==> src/rtl/keypad_scan_fifo.sv <==
// rtl/keypad_scan_fifo.sv - column-scanned keypad with per-key debounce and a press/release event FIFO
// One column is driven per slot; its rows are sampled once and then evaluated one key per cycle.
module keypad_scan_fifo #(
  parameter int NCOL       = 4,
  parameter int NROW       = 4,
  parameter int SCAN_DIV   = 1000,
  parameter int DEB_CNT    = 4,
  parameter int FIFO_DEPTH = 8
) (
  input  logic                       iclk,
  input  logic                       inrest,
  input  logic [NROW-1:0]            iROW,
  output logic [NCOL-1:0]            oCOL,
  output logic [NROW*NCOL-1:0]       oKEYST,
  output logic [$clog2(NROW*NCOL):0] oEVT_DATA,
  output logic                       oEVT_VALID,
  input  logic                       iEVT_POP,
  output logic                       oOVF,
  input  logic                       iOVF_CLR,
  input  logic                       iIRQ_EN,
  output logic                       oIRQ
);
  localparam int NKEY = NROW * NCOL;
  localparam int KW   = $clog2(NKEY);
  localparam int SW   = $clog2(SCAN_DIV);
  localparam int CW   = $clog2(NCOL);
  localparam int RW   = $clog2(NROW);
  localparam int AW   = $clog2(FIFO_DEPTH);
  localparam logic [SW-1:0] SETTLE_END = SW'(SCAN_DIV - NROW - 3);

  typedef enum logic [1:0] {SETTLE, SAMPLE, EMIT, NEXT} state_t;

  state_t          state_q, state_d;
  logic [SW-1:0]   slot_q, slot_d;
  logic [CW-1:0]   c_q, c_d;
  logic [RW-1:0]   r_q, r_d;
  logic [NCOL-1:0] col_q, col_d;
  logic [NROW-1:0] sync1_q, sync2_q, row_q, row_d;
  logic [NKEY-1:0] keyst_q, keyst_d;
  logic [3:0]      dcnt_q [NKEY];
  logic [3:0]      dcnt_d [NKEY];

  logic [KW-1:0]   code;
  logic            raw;
  logic            push;
  logic [KW:0]     push_data;

  logic [KW:0]     mem_q [FIFO_DEPTH];
  logic [AW-1:0]   wp_q, rp_q;
  logic [AW:0]     fcnt_q;
  logic            full, empty, do_pop, do_push, drop;
  logic            ovf_q, irq_q;

  assign code = KW'(int'(r_q) * NCOL + int'(c_q));
  assign raw  = ~row_q[r_q];

  always_comb begin
    state_d = state_q;
    slot_d  = slot_q + SW'(1);
    c_d     = c_q;
    r_d     = r_q;
    col_d   = col_q;
    row_d   = row_q;
    case (state_q)
      SETTLE: if (slot_q == SETTLE_END) state_d = SAMPLE;
      SAMPLE: begin
        row_d   = sync2_q;
        r_d     = '0;
        state_d = EMIT;
      end
      EMIT: begin
        r_d = r_q + RW'(1);
        if (r_q == RW'(NROW - 1)) state_d = NEXT;
      end
      NEXT: begin
        slot_d  = '0;
        c_d     = (c_q == CW'(NCOL - 1)) ? '0 : c_q + CW'(1);
        col_d   = ~(NCOL'(1) << c_d);
        state_d = SETTLE;
      end
      default: state_d = SETTLE;
    endcase
  end

  // A commit flips the stored state, so the event bit is simply the new raw level.
  always_comb begin
    keyst_d   = keyst_q;
    dcnt_d    = dcnt_q;
    push      = 1'b0;
    push_data = '0;
    if (state_q == EMIT) begin
      if (raw == keyst_q[code]) begin
        dcnt_d[code] = '0;
      end else if (dcnt_q[code] == 4'(DEB_CNT - 1)) begin
        keyst_d[code] = raw;
        dcnt_d[code]  = '0;
        push          = 1'b1;
        push_data     = {raw, code};
      end else begin
        dcnt_d[code] = dcnt_q[code] + 4'd1;
      end
    end
  end

  assign full    = (fcnt_q == (AW+1)'(FIFO_DEPTH));
  assign empty   = (fcnt_q == '0);
  assign do_pop  = iEVT_POP & ~empty;
  assign do_push = push & (~full | do_pop);
  assign drop    = push & full & ~do_pop;

  always_ff @(posedge iclk or negedge inrest) begin
    if (!inrest) begin
      state_q <= SETTLE;
      slot_q  <= '0;
      c_q     <= '0;
      r_q     <= '0;
      col_q   <= {{(NCOL-1){1'b1}}, 1'b0};
      sync1_q <= '1;
      sync2_q <= '1;
      row_q   <= '1;
      keyst_q <= '0;
      for (int i = 0; i < NKEY; i++) dcnt_q[i] <= '0;
      wp_q    <= '0;
      rp_q    <= '0;
      fcnt_q  <= '0;
      ovf_q   <= 1'b0;
      irq_q   <= 1'b0;
    end else begin
      state_q <= state_d;
      slot_q  <= slot_d;
      c_q     <= c_d;
      r_q     <= r_d;
      col_q   <= col_d;
      sync1_q <= iROW;
      sync2_q <= sync1_q;
      row_q   <= row_d;
      keyst_q <= keyst_d;
      dcnt_q  <= dcnt_d;
      if (do_push) wp_q <= wp_q + AW'(1);
      if (do_pop)  rp_q <= rp_q + AW'(1);
      fcnt_q  <= fcnt_q + (AW+1)'(do_push) - (AW+1)'(do_pop);
      if (drop)          ovf_q <= 1'b1;
      else if (iOVF_CLR) ovf_q <= 1'b0;
      irq_q   <= iIRQ_EN & (~empty | ovf_q);
    end
  end

  always_ff @(posedge iclk) begin
    if (do_push) mem_q[wp_q] <= push_data;
  end

  assign oCOL       = col_q;
  assign oKEYST     = keyst_q;
  assign oEVT_DATA  = mem_q[rp_q];
  assign oEVT_VALID = ~empty;
  assign oOVF       = ovf_q;
  assign oIRQ       = irq_q;

endmodule

==> config.mk <==
export PLATFORM = sky130hd
export DESIGN_NAME = keypad_scan_fifo
export DESIGN_NICKNAME = d
export VERILOG_FILES = /design/src/rtl/keypad_scan_fifo.sv
export SDC_FILE = /design/constraint.sdc
export NUM_CORES = 1
export LEC_CHECK = 0
export BUFFER_PORTS_ARGS = -buffer_cell sky130_fd_sc_hd__clkbuf_2
export CAP_MARGIN = 20
export CORE_MARGIN = 2
export CORE_UTILIZATION = 50
export CTS_CLUSTER_DIAMETER = 200
export DETAILED_ROUTE_END_ITERATION = 7
export HOLD_SLACK_MARGIN = 0.05
export PLACE_DENSITY = 0.78
export SETUP_SLACK_MARGIN = 0.5
export SLEW_MARGIN = 30
export SYNTH_ARGS = -nofsm -noshare
export SYNTH_HDL_FRONTEND = slang
export SYNTH_SLANG_ARGS = --single-unit
==> constraint.sdc <==
create_clock -name iclk -period 5.1 [get_ports iclk]
set_clock_uncertainty 0.1 [all_clocks]
set_input_delay 0.255 -clock iclk [delete_from_list [all_inputs] [get_ports iclk]]
set_output_delay 0.255 -clock iclk [all_outputs]
set_load 0.1 [all_outputs]
=== After elaboration in Yosys (flattened, before gate mapping) ===
Memory sizes are Yosys's and may differ from the RTL's.
Index checks and enable logic that the tools add are counted.

* Output and inout bits: 28
* Memories: 1
* Logic and storage cells: 112
* Bits in writable memories: 40
* Input bits: 9
* Register bits after elaboration: 124

* Eq/ne operators: 11
* Multiplexer cells: 31
* Shift operators: 1
* Bitwise gates (word level): 16
* Magnitude comparators: 5
* Add/sub/neg operators: 9
* Reductions and logical operators: 8

{| class="wikitable"
|+ Memory list
! memory !! words !! bits a word !! read ports !! clocked after Yosys merged registers in !! wr ports !! line !! text
|-
| mem_q || 8 || 5 || 1 || 0 || 1 || 48 || <nowiki>logic [KW:0] mem_q [FIFO_DEPTH];</nowiki>
|}

{| class="wikitable"
|+ Operators by type and width
! cell !! number
|-
| $mux W64 || 2
|-
| $and A64 B64 Y64 || 1
|-
| $bwmux W64 || 1
|-
| $not A64 Y64 || 1
|-
| $bmux W4 S4 || 1
|-
| $bwmux W16 || 1
|-
| $demux W4 S4 || 1
|-
| $mux W5 || 3
|-
| $mux W4 || 3
|-
| $add A10 B1 Y10 const B || 1
|-
| $eq A10 B10 Y1 const B || 1
|-
| $mux W1 || 10
|-
| $mux W10 || 1
|-
| $eq A2 B2 Y1 const B || 4
|-
| $pmux W2 S4 || 1
|-
| $add A3 B1 Y3 const B || 2
|-
| $mux W2 || 3
|-
| $and A1 B1 Y1 || 5
|-
| $ge A5 B5 Y1 const B || 1
|-
| $lt A4 B5 Y1 const B || 1
|-
| $lt A5 B1 Y1 const B || 1
|-
| $not A1 Y1 || 5
|-
| $not A4 Y5 || 1
|-
| $add A2 B1 Y2 const B || 2
|-
| other kinds (24) || 28
|}

=== Logic depth before layout (Yosys ltp) ===
Gate-level depths: netlist of the first run.

* Depth after elaboration: 12
* Mapped depth: 18
* Depth with buffers taken out: 14

=== Worst setup path before layout of the first run ===
OpenSTA, ideal clock, no wires.

* Kind: register to register
* Start: register c_q[0]
* End: register fcnt_q[2]
* Required time: 4877 ps
* Setup time: 123 ps
* Period minus slack after synthesis: 4046 ps
* Data arrival time: 3823 ps
* Stages on the path, launching flop included: 19
* Buffers on the path: 4
* Slack: 1054 ps
* Path through: dfrtp_1 buf_6 buf_2 buf_4 mux2i_1 a221oi_1 o21ai_0 nand2_1 ha_1 inv_1 or4_4 nor4_4 buf_6 nand3_1 nand2_1 ha_1 inv_1 fa_1 xnor2_1

* Cells in the longest elaborated chain, start to end: 12
* Elaborated cells between the ends (all ways): 15
* Classes of those cells: add/sub: 3; eq/ne: 2; mux: 8; bitwise: 2

{| class="wikitable"
|+ Ends and longest elaborated chain
! what !! line !! text
|-
| from (decl) || 35 || <nowiki>logic [CW-1:0] c_q, c_d;</nowiki>
|-
| from (signal assigned) || 115 || <nowiki>c_q <= '0;</nowiki>
|-
| from (signal assigned) || 131 || <nowiki>c_q <= c_d;</nowiki>
|-
| $add A4 B2 Y4 * || 54 || <nowiki>assign code = KW'(int'(r_q) * NCOL + int'(c_q));</nowiki>
|-
| $not A4 Y5 (not written as such) || 94 || <nowiki>end else if (dcnt_q[code] == 4'(DEB_CNT - 1)) begin</nowiki>
|-
| $bmux W4 S4 || 94 ||
|-
| $mux W4 (not written as such) (2 in series) || 94 ||
|-
| $eq A4 B2 Y1 || 94 ||
|-
| $mux W1 || 94 ||
|-
| $mux W1 * || 92 || <nowiki>if (raw == keyst_q[code]) begin</nowiki>
|-
| $mux W1 * || 91 || <nowiki>if (state_q == EMIT) begin</nowiki>
|-
| $and A1 B1 Y1 * || 108 || <nowiki>assign do_push = push & (~full | do_pop);</nowiki>
|-
| $add A4 B1 Y4 * || 141 || <nowiki>fcnt_q <= fcnt_q + (AW+1)'(do_push) - (AW+1)'(do_pop);</nowiki>
|-
| $sub A4 B1 Y4 * || 141 ||
|-
| to (signal assigned) || 141 ||
|-
| to (decl) || 50 || <nowiki>logic [AW:0] fcnt_q;</nowiki>
|}

Mark *: on every way between the ends. The rest lies on a longest branch, timed or not. The select of a mux whose other input is x is not followed.
A chain may end at the register's enable or synchronous reset.

=== Worst setup path in the final report of the first run ===
* Start: register r_q[1]
* End: register fcnt_q[2]

* Cells in the longest elaborated chain, start to end: 12
* Elaborated cells between the ends (all ways): 18
* Classes of those cells: add/sub: 3; eq/ne: 2; mux: 10; bitwise: 3

{| class="wikitable"
|+ Ends and longest elaborated chain
! what !! line !! text
|-
| from (decl) || 36 || <nowiki>logic [RW-1:0] r_q, r_d;</nowiki>
|-
| from (signal assigned) || 132 || <nowiki>r_q <= r_d;</nowiki>
|-
| $add A4 B2 Y4 || 54 ||
|-
| $not A4 Y5 (not written as such) || 94 ||
|-
| $bmux W4 S4 || 94 ||
|-
| $mux W4 (not written as such) (2 in series) || 94 ||
|-
| $eq A4 B2 Y1 || 94 ||
|-
| $mux W1 || 94 ||
|-
| $mux W1 * || 92 ||
|-
| $mux W1 * || 91 ||
|-
| $and A1 B1 Y1 * || 108 ||
|-
| $add A4 B1 Y4 * || 141 ||
|-
| $sub A4 B1 Y4 * || 141 ||
|}

Marked as above.

==> metrics.txt, run 1 <==
antenna fix cells=0; unrepaired setup endpoints after global routing=false; number of synthesized register bits=164; outcome=completed; Static Leak=3.62 nW; Power Internal=0.00212 W; reg2reg end=fcnt_q[2]; sequential area share after synthesis=0.569; hold slack=0.255 ns; Mapped Nets=664; f_max=0.237 GHz; total grt overflow=0; reg-to-reg setup timing slack=0.88 ns; first-pass GRT wire length=27.8 mm; most frequent cells in the layout=dfrtp_1 (108), nand2_1 (63), o21ai_0 (58); setup ws final=0.877 ns; Routability Congestion=0.871; Synth top area share=0.359; Post-Place Cells=821; Initial DRC Count=550; leading cell type in the layout, fill and taps excluded=dfrtp_1; Pins Over Slew Limit=0; # rows=45; Worst Path Arrival=4.44 ns; Vias=5300; Syn-to-layout area delta=12.4%; Hold Fails Final Rpt=0; P_sw=0.000740 W; Antenna Violating Nets Remaining=0; core area=15000 um^2; Starting Density=0.506; Avg Inst Size Synth=12.1 um^2; synth unique cells=54; share of cells above drive strength 1=0.202; fraction of registers with async set/reset=0.756; vias in the first global route=5299; Synth Cell Area=7600 um^2; placed inst area=7910 um^2; CTS tree=built; Die Ht=127 um; Post-Place Setup Slack=0.668 ns; largest net degree at the start of global routing=70; Critical Path Start Type=register; top-level I/O count=37; Setup crit end kind=register; top cells by area, synth=dfrtp_1 (36%), edfxtp_1 (16%), mux4_2 (7.4%); Clock power frac=0.418; Final Non-Filler Cells=861; initial antenna violation count=0; DIE AREA=16200 um^2; total CTS buffers=17; Die W=127 um; worst r2r src=r_q[1]; switch share=0.259; Period Utilization, post-route=0.828; Worst Reg-to-Reg Cells=15; port bufs=36; power per cell area=335 nW/um^2; Cells after Synth=628; measured slew at the worst slew-check pin=0.854 ns; DRC viols=0; CP Class=reg -> reg; hold worst-path end=sync2_q[2]; Tmin final=4.22 ns; VDD IR max=0.000277 V; First-pass DRT Iterations=6; Yosys Warn Count=0; # setup viols final=0; hold wc startpoint=sync1_q[2]; wire length per cell=19.8 um; Hold Path Depth=0; Worst EP required=5.32 ns; CTS max path bufs=2; Max Cap Viol=0; WL final=17.0 mm; crit path from=r_q[1]; Max FO, Critical Path=23; Post-DP HPWL=11.3 mm; Comb power frac=0.077; setup_tns=0 ns; cell accounting for the most synthesized area=dfrtp_1; Clk Latency, worst-skew pair=0.44 ns; clock root buffer=clkbuf_16; Sequential Power Share=0.506; dominant synthesized flop cell=dfrtp_1; HP Class=reg -> reg; number of flops mapped to enable cells by yosys=40; routed vias/inst=6.16; H-Tree Depth=4; nets@finish=696; Max-slew headroom=0.431; clk slew on worst S/H paths=0.06 ns; post-CTS setup buffers=0; Sink Count=164; Layout Cell Area excl Fill=8540 um^2; All-Layer GR Usage=0.223
==> cell usage after synthesis (all sizes together) (12+ instances only) <==
cell	count
clkbuf	29
a31oi	21
mux4	28
a21oi	36
nand2	63
mux2i	12
nand3	40
edfxtp	40
nor2	23
dfstp	15
a22o	12
ha	26
o21ai	58
dfrtp	109
inv	29
==> through the flow <==
| stage | power (W) | util |
|---|---|---|
| after floorplan | 0.00162 | - |
| after global placement | 0.00167 | 0.526 |
| after detailed placement | 0.00169 | 0.526 |
| after CTS | 0.00288 | 0.568 |
| after global routing | 0.00296 | 0.568 |
| final | 0.00286 | 0.568 |
==> layer usage <==
metal	routed length [um]	track usage
met1	7160	0.299
met5	0	0
met2	8330	0.356
met4	442	0.101
met3	1080	0.0423
==> worst max path at each step <==
stage / end / slack (ns) / cells past startpoint
final: fcnt_q[2] / 0.88 / 15
after global routing: fcnt_q[2] / 0.59 / 15
after CTS: mem_q[1][3] / 0.58 / 8
after detailed placement: mem_q[1][2] / 0.67 / 8
after global placement: fcnt_q[1] / 0.85 / 12
after floorplan: fcnt_q[2] / 1.05 / 18
==> critical path, stage by stage (launching register included) <==
cell      delay [ns]
dfrtp_1         0.72
inv_1           0.33
a221oi_1        0.36
o21ai_0         0.18
nand2_1         0.13
ha_1            0.15
inv_1           0.07
or4_4           0.57
nor4_4          0.26
buf_4           0.32
nand3_1         0.12
nand2_1         0.09
ha_1            0.16
inv_1           0.06
fa_1            0.37
xnor2_1         0.13
==> flip-flops by register name, indices dropped and copies added (netlist names), 4 cells and up <==
register	flops
dcnt_q	64
oKEYST	16
oCOL	4
row_q	4
sync1_q	4
mem_q	40
fcnt_q	4
slot_q	10
sync2_q	4
==> kinds of logic (layout without fill, tap and decap cells) <==
kind of cell	after synthesis	after routing	share of synthesized area
buffers and inverters	68	113	0.0374
and+or+nand+nor	156	156	0.0997
adders and majority gates	27	27	0.0454
muxes	51	51	0.117
xor gates and xnor gates	12	12	0.0138
DFF	164	164	0.569
AOI/OAI and AO/OA	150	150	0.118
==> power by group through the flow <==
stage	registers, W	clock network (W)	logic, W
finish	0.00145	0.00119	0.000219
detailed placement	0.00147	0	0.000215
CTS	0.00145	0.00121	0.000223
global route	0.00145	0.00127	0.000243
floorplan	0.00143	0	0.000191
global placement	0.00147	0	0.000202
==> layout make-up <==
class | instances | area [um^2]
inverters | 29 | 109
well taps | 188 | 235
flip-flops and latches | 164 | 4320
fillers | 1179 | 6490
multi-input cells | 396 | 3010
clock buffers | 18 | 429
clock inverters | 14 | 118
repair buffers | 52 | 323
==> what timing repair did <==
action                                  CTS  global route
endpoints found under the setup margin    0             5
endpoints found under the hold margin    61             0
resized for setup                         0             1
hold buffers                              8             0
No activity file was read; power rests on OpenSTA's default activity.
==> inputs of run 2 (changes only) <==
Clock period 5.1 ns to 4.05 ns, I/O delays scaled along.
==> run 2 against run 1 <==
Power is 34% higher. Sequential share of layout area is 2.6 points lower. Cell area is 5.4% higher. Routed wire length is 5.8% higher. Die area stayed put. Critical path depth is 3 lower. Cell count is 2.3% higher. Via count is 2.2% higher. Register-to-register slack worse by 0.49 ns. Flip-flop and latch count stayed put. Critical path type unchanged.
==> metrics.txt, run 2 (synthesis gave the netlist of run 1 again) <==
routed vias/inst=6.15 (-0.11%); Clk Latency, worst-skew pair=0.44 ns (about the same); Period Utilization, post-route=0.904 (+0.0765); first-pass GRT wire length=28.6 mm (+3.1%); max reg flops=64 (unchanged); All-Layer GR Usage=0.230 (+0.00683); Starting Density=0.506 (unchanged); unrepaired setup endpoints after global routing=true; largest net degree at the start of global routing=71 (+1.4%); DRC viols=0 (unchanged); First-pass DRT Iterations=5 (-1); clock root buffer=clkbuf_16; slowest CP cell=mux4_2; total CTS buffers=17 (unchanged); Pins Over Slew Limit=0 (unchanged); Top reg by flops=dcnt_q; measured slew at the worst slew-check pin=0.760 ns (-0.0943 ns); Max Cap Viol=0 (unchanged); hold slack=0.245 ns (-0.0108 ns); outcome=completed; cells along the critical path=bufbuf_16 > mux4_2 > a22o_1 > nor3_1 > nor4_4 > buf_4 > or2_4 > nand2_4 > ha_4 > inv_2 > fa_1 > xnor2_1; Die Ht=127 um (unchanged); Critical Path Max Stage Delay=0.54 ns (-0.18 ns); GR peak layer=met2; VDD IR max=0.000328 V (+18%); H-Tree Depth=4 (unchanged); top-level I/O count=37 (unchanged); area of the multi-input gates=3170 um^2 (+5.4%); Sink Count=164 (unchanged); Antenna Violating Nets Remaining=0 (unchanged); share of cells above drive strength 1=0.270 (+0.0678); Post-DP HPWL=11.4 mm (+0.74%); Max-slew headroom=0.494 (+0.0629); Worst EP required=4.26 ns (-1.06 ns); antenna fix cells=0 (unchanged); total grt overflow=0 (unchanged); DIE AREA=16200 um^2 (unchanged); Critical Path Start Type=register; nets@finish=716 (+2.9%); CTS max path bufs=2 (unchanged); HP Class=in -> async; leading cell type in the layout, fill and taps excluded=dfrtp_1; Worst Path Arrival=3.88 ns (-0.56 ns); # setup viols final=0 (unchanged); met1 usage=0.295 (-0.00417); # rows=45 (unchanged); M2 GR Usage=0.364 (+0.00723); WL final=18.0 mm (+5.8%); fillers=1100 (-6.7%); Setup crit end kind=register; Power Total=0.00382 W (+34%); CP Class=reg -> reg; initial antenna violation count=0 (unchanged); grt met3 use=0.0490 (+0.00670); wire length per cell=20.4 um (+3.4%); register area=4320 um^2 (unchanged); Hold Fails Final Rpt=0 (unchanged); Syn-to-layout area delta=18.5%; power per cell area=424 nW/um^2 (+27%); core area=15000 um^2 (unchanged); Die W=127 um (unchanged); Initial DRC Count=549 (-0.18%); Routability Congestion=0.914 (+4.9%); Static Leak=3.76 nW (+3.9%); clk slew on worst S/H paths=0.07 ns (about the same); vias in the first global route=5448 (+2.8%); Tmin final=3.66 ns (-0.560 ns); Max FO, Critical Path=15 (-35%); most frequent cells in the layout=dfrtp_1 (108), nand2_1 (62), o21ai_0 (56); setup_tns=0 ns (unchanged); port bufs=36 (unchanged); CTS tree=built; f_max=0.273 GHz (+15%); Vias=5417 (+2.2%)
## run 2: changes by cell type in the layout (fill, tap and decap cells not counted), sizes merged
cell	change
inv	-1
bufinv	+3
clkinv	-2
bufbuf	+1
buf	+19
## run 2: critical path, delay by kind of cell, from the launching register on
kind	cells	cell delay, ns
AO/OA/AOI/OAI	1	0.29
XOR/XNOR	1	0.15
adder cells (fa/ha/maj)	2	0.53
buffers and inverters	3	0.56
flip-flops	1	0.47
multiplexers	1	0.54
AND/OR/NAND/NOR	4	0.90
## run 2: worst paths after layout
kind / from / to / slack, ns / depth (start not counted)
min: inrest / rp_q[0] / 0.24 / 2
min in group iclk: sync1_q[0] / sync2_q[0] / 0.26 / 0
max: c_q[0] / fcnt_q[2] / 0.39 / 12
max in group asynchronous: inrest / dcnt_q[37] / 2.75 / 3
min reg2reg: sync1_q[0] / sync2_q[0] / 0.26 / 0
max reg2reg: c_q[0] / fcnt_q[2] / 0.39 / 12
## run 2: final cells by class
class	instances	area share
repair buffers	72	0.0606
flip-flops and latches	164	0.480
clock buffers	18	0.0476
inverters	29	0.0125
clock inverters	14	0.0213
multi-input cells	396	0.352
well taps	188	0.0261
## run 2: through the flow
step | setup WS (ns) | cells | util | area [um^2]
finish | 0.387 | 881 | 0.599 | 9010
global route | 0.271 | 881 | 0.599 | 9010
CTS | 0.483 | 877 | 0.591 | 8880
detailed placement | 0.339 | 825 | 0.531 | 7990
global placement | 0.474 | 824 | 0.531 | 7980
floorplan | 0.398 | 628 | - | 7660
## run 2: power breakdown
part | leakage (nW) | total (W) | switching [W] | internal, W
Sequential | 2.11 | 0.00182 | 0.0000843 | 0.00174
Combinational | 1.35 | 0.000309 | 0.000159 | 0.000150
Clock | 0.298 | 0.00169 | 0.000699 | 0.000991
Total | 3.76 | 0.00382 | 0.000943 | 0.00288
## run 2: per-layer routing
metal / wire (um) / up-vias
met3: 1130 / 72
met2: 8790 / 260
met4: 807 / 0
met1: 7280 / 2692
li1: - / 2393
met5: 0 / -
## run 2: repair_timing
action / in CTS / in global routing
resized for setup: 14 / 29
endpoints found under the hold margin: 63 / 0
pin swaps: 5 / 8
buffers inserted: 10 / 4
hold buffers: 8 / 0
gates cloned: 2 / 0
endpoints found under the setup margin: 75 / 86
